File: config.mk
export PLATFORM = sky130hd
export DESIGN_NAME = subtractor_m
export DESIGN_NICKNAME = d
export VERILOG_FILES = /design/src/rtl/subtractor_m.sv
export SDC_FILE = /design/constraint.sdc
export NUM_CORES = 1
export LEC_CHECK = 0
export BUFFER_PORTS_ARGS = -buffer_cell sky130_fd_sc_hd__clkbuf_2
export CORE_UTILIZATION = 46
export DETAILED_ROUTE_END_ITERATION = 16
export GPL_ROUTABILITY_DRIVEN = 0
export PLACE_DENSITY_LB_ADDON = 0.12
export SYNTH_ARGS = -nofsm -noshare
export SYNTH_HDL_FRONTEND = slang
export SYNTH_SLANG_ARGS = --single-unit
export TNS_END_PERCENT = 50
File: constraint.sdc
create_clock -name clk -period 4.6 [get_ports clk]
set_clock_uncertainty 0.1 [all_clocks]
set_input_delay 0.23 -clock clk [delete_from_list [all_inputs] [get_ports clk]]
set_output_delay 0.23 -clock clk [all_outputs]
set_load 0.02 [all_outputs]
File: src/rtl/subtractor_m.sv
// Bit-serial unsigned subtractor: one full-subtractor stage per clock, LSB first.
// Result is {zeros, borrow, A-B} with a start/done handshake.
module subtractor_m #(
    parameter int WIDTH = 4
) (
    input  logic               clk,
    input  logic               rst_n,
    input  logic               start,
    input  logic [WIDTH-1:0]   adout0,
    input  logic [WIDTH-1:0]   bdout0,
    output logic               busy,
    output logic               done,
    output logic [2*WIDTH-1:0] tsub,
    output logic               zero
);
    // state  | meaning
    // IDLE   | waiting for start
    // RUN    | one difference bit per cycle, bit_cnt = bit being processed
    // DONE   | result pulse cycle; start here re-enters RUN directly
    localparam int CW = (WIDTH > 1) ? $clog2(WIDTH) : 1;

    localparam logic [1:0] S_IDLE = 2'd0;
    localparam logic [1:0] S_RUN  = 2'd1;
    localparam logic [1:0] S_DONE = 2'd2;

    localparam logic [CW-1:0] CNT_LAST = CW'(WIDTH - 1);

    logic [1:0]         r_state;
    logic [WIDTH-1:0]   r_a;
    logic [WIDTH-1:0]   r_b;
    logic               r_bw;
    logic [CW-1:0]      r_cnt;
    logic [WIDTH-1:0]   r_diff;
    logic               r_done;
    logic [2*WIDTH-1:0] r_tsub;
    logic               r_zero;

    logic               w_ai;
    logic               w_bi;
    logic               w_di;
    logic               w_bw_nxt;
    logic [WIDTH-1:0]   w_diff_nxt;
    logic               w_last;
    logic               w_accept;

    // Operands are shifted right each cycle so the current bit is always bit 0.
    assign w_ai       = r_a[0];
    assign w_bi       = r_b[0];
    assign w_di       = w_ai ^ w_bi ^ r_bw;
    assign w_bw_nxt   = (~w_ai & w_bi) | (~(w_ai ^ w_bi) & r_bw);
    assign w_diff_nxt = {w_di, {(WIDTH-1){1'b0}}} | (r_diff >> 1);
    assign w_last     = (r_state == S_RUN) && (r_cnt == CNT_LAST);
    assign w_accept   = start && ((r_state == S_IDLE) || (r_state == S_DONE));

    always_ff @(posedge clk or negedge rst_n) begin
        if (!rst_n) begin
            r_state <= S_IDLE;
            r_a     <= '0;
            r_b     <= '0;
            r_bw    <= 1'b0;
            r_cnt   <= '0;
            r_diff  <= '0;
            r_done  <= 1'b0;
            r_tsub  <= '0;
            r_zero  <= 1'b0;
        end else begin
            r_done <= w_last;
            case (r_state)
                S_RUN: begin
                    r_a    <= r_a >> 1;
                    r_b    <= r_b >> 1;
                    r_bw   <= w_bw_nxt;
                    r_diff <= w_diff_nxt;
                    if (w_last) begin
                        r_state <= S_DONE;
                        r_tsub  <= {{(WIDTH-1){1'b0}}, w_bw_nxt, w_diff_nxt};
                        r_zero  <= (w_diff_nxt == '0);
                    end else begin
                        r_cnt <= r_cnt + CW'(1);
                    end
                end
                default: begin
                    if (w_accept) begin
                        r_state <= S_RUN;
                        r_a     <= adout0;
                        r_b     <= bdout0;
                        r_bw    <= 1'b0;
                        r_cnt   <= '0;
                        r_diff  <= '0;
                    end else begin
                        r_state <= S_IDLE;
                    end
                end
            endcase
        end
    end

    assign busy = (r_state == S_RUN);
    assign done = r_done;
    assign tsub = r_tsub;
    assign zero = r_zero;

endmodule

==> results.cfg <==
[run_status]
status = finished clean

[setup_path]
timing.rr.end = zero$_DFFE_PN0P_
regToRegStartpoint = r_state[0]$_DFFE_PN0P_
r2r_setup_slack_ps = 2870
arrival_ps = 1600
timing.critical_path.to_type = primary output
path_max_fanout = 23
timing.reg2reg.worst_path_depth = 3
criticalPathCategory = reg2out
cp-start-kind = register
crit_required_ps = 4270

[routing]
vias_per_cell = 5.197
ant_nets = 0
drt_iter0_markers = 2
route.detailed.drc = 0
num_vias = 712
wl_per_cell_um = 13.59
totalWireLength_um = 1862
detailedRoute.firstPassIterationCount = 2

[global_routing]
maximum_number_of_pins_on_one_net_before_global_route_repair = 24
grt_antenna_before_repair = 0
grt_usage_pct = 16.16
globalRouteOverflowTotal = 0
grt_pass1_wl_um = 3194
vias_in_the_first_global_route = 715

[cts]
clock-sinks = 23
h-tree-depth = 1
cts_buffer_depth = 2
worst_setup_hold_path_clk_slew_ps = 140
clk_lat_worst_skew_ps = 310
tritoncts.num_buffers = 3
cts_tree = yes
number_of_setup_buffers_added_after_cts = 0
ctsRootBufferMaster = clkbuf_4

[yosys]
number_of_flops_mapped_to_enable_cells_by_yosys = 0
syn_area_um2 = 1196
ys_seq_area_share_pct = 48.12
synthesis.yosys.warnings = 0
library_cells_used_by_synthesis = 29
mean_syn_cell_area_um2 = 13.29
asyncSetResetFlopFracSynth_pct = 100.0
netlist_instances = 90
post_synthesis_register_bit_count = 23
synth-main-ff-cell = dfrtp_1

[timing]
fin_crit_ps = 1926
rsz0062_at_grt = no
fin_crit_sh_pct = 41.87
fmaxAchievable_mhz = 519.2
timing_hold_violations_final = 0
setup_tns_ps = 0
slew-limit-headroom_pct = 45.57
drv_slew = 0
setup_viol_count_final = 0
postLayoutSetupSlackWorst_ps = 2674
tightest_slew_ps = 816.4

[place]
hpwlAfterDp_um = 1340
portBuffers = 18
place_ws_ps = 2862

[floorplanning]
placeableCoreArea_um2 = 2477
die-height_um = 53.00
design.die.area_um2 = 2808
die_w_um = 53.00
ios = 22
placement_rows = 18
initial_core_util_pct = 48.28

[min_path]
hp-class = in2reg
worstHoldEndpoint = r_b[0]$_DFFE_PN0P_
min_path_cells = 3
worst_hold_startpoint = bdout0[0]

[power]
power.density_cell_area_nw_per_um2 = 645.4
irDropWorstVdd_mv = 0.2774
power.total_mw = 0.8334
static-leakage-power_nw = 0.6814

[flow_run]
max_cap_violations = 0

[layout]
finalNetCount = 121
layout_common_cells = dfrtp_1, mux2i_1, clkbuf_2
diodes = 0
syn_to_final_growth_pct = 7.950
layout.cells.most_common = dfrtp_1
drive_gt1_share_pct = 31.78
cell usage after synthesis (2+ instances only):
master / number / area, um^2
buf_6: 2 / 22.52
o21ai_0: 2 / 10.01
mux2_2: 8 / 90.09
dfrtp_1: 23 / 575.6
a22o_1: 3 / 26.28
inv_1: 4 / 15.01
buf_4: 4 / 30.03
o211a_1: 2 / 20.02
nand3_1: 2 / 10.01
mux2i_1: 21 / 210.2
per-stage QoR:
step / hold slack (ps) / instance area [um^2] / cells / util, %
finish: 106.2 / 1291 / 137 / 52.12
global route: 115.0 / 1291 / 137 / 52.12
CTS: 105.2 / 1291 / 137 / 52.12
detailed placement: 154.0 / 1254 / 132 / 50.61
global placement: 145.5 / 1254 / 132 / 50.61
floorplan: -165.6 / 1204 / 92 / -
worst max path at each step:
stage / start / endpoint / slack [ps] / depth (start not counted)
2_1_floorplan: r_a[0]$_DFFE_PN0P_ / r_diff[3]$_DFFE_PN0P_ / 3070 / 3
5_1_grt: r_state[0]$_DFFE_PN0P_ / busy / 2540 / 2
4_1_cts: r_state[0]$_DFFE_PN0P_ / busy / 2650 / 2
6_report: r_state[0]$_DFFE_PN0P_ / busy / 2670 / 2
3_3_place_gp: r_state[0]$_DFFE_PN0P_ / zero$_DFFE_PN0P_ / 2920 / 3
3_5_place_dp: r_state[0]$_DFFE_PN0P_ / r_cnt[0]$_DFFE_PN0P_ / 2860 / 2
flip-flops by register name, summed over array words and instances, names as in the netlist:
| signal | count |
|---|---|
| r_state | 2 |
| r_cnt | 2 |
| r_a | 4 |
| zero | 1 |
| tsub | 5 |
| done | 1 |
| r_diff | 3 |
| r_bw | 1 |
| r_b | 4 |
area by class of cell:
cell class / instances / area, um^2
clock buffer: 3 / 22.52
clock inverter: 1 / 5.005
fill: 234 / 1186
inverter: 5 / 18.77
multi-input combinational: 56 / 531.8
sequential: 23 / 575.6
tap: 30 / 37.54
timing repair buffer: 19 / 100.1
critical path, cell delays in order, from the launching register on:
cell and delay [ps]:
dfrtp_1 900, and2b_1 220, clkbuf_2 160
where the power goes:
group,switching [mW],total [mW],internal [mW]
registers,0.102,0.389,0.286
logic,0.155,0.350,0.195
clock network,0.0622,0.0946,0.0324
layer usage:
layer | vias to the layer above | part of all wire (%) | global-route usage [%]
met5 | - | 0 | 0
met4 | 0 | 1.0 | 7.895
met3 | 2 | 3.3 | 2.874
met2 | 15 | 47 | 28.06
met1 | 340 | 48 | 18.95
li1 | 355 | - | -
cells by family after synthesis:
| group | Yosys count | synth area share, % |
|---|---|---|
| muxes | 30 | 26.36 |
| and+or+nand+nor | 11 | 7.219 |
| buffers and inverters | 13 | 8.053 |
| other | 1 | 0.3135 |
| AOI/OAI and AO/OA | 10 | 7.218 |
| adders and majority gates | 2 | 2.720 |
| DFF | 23 | 48.12 |
repair_timing:
item	4_1_cts	5_1_grt
resized for setup	0	0
hold buffers	1	0
endpoints found under the hold margin	23	0
Power figures use the tool's default switching activity.
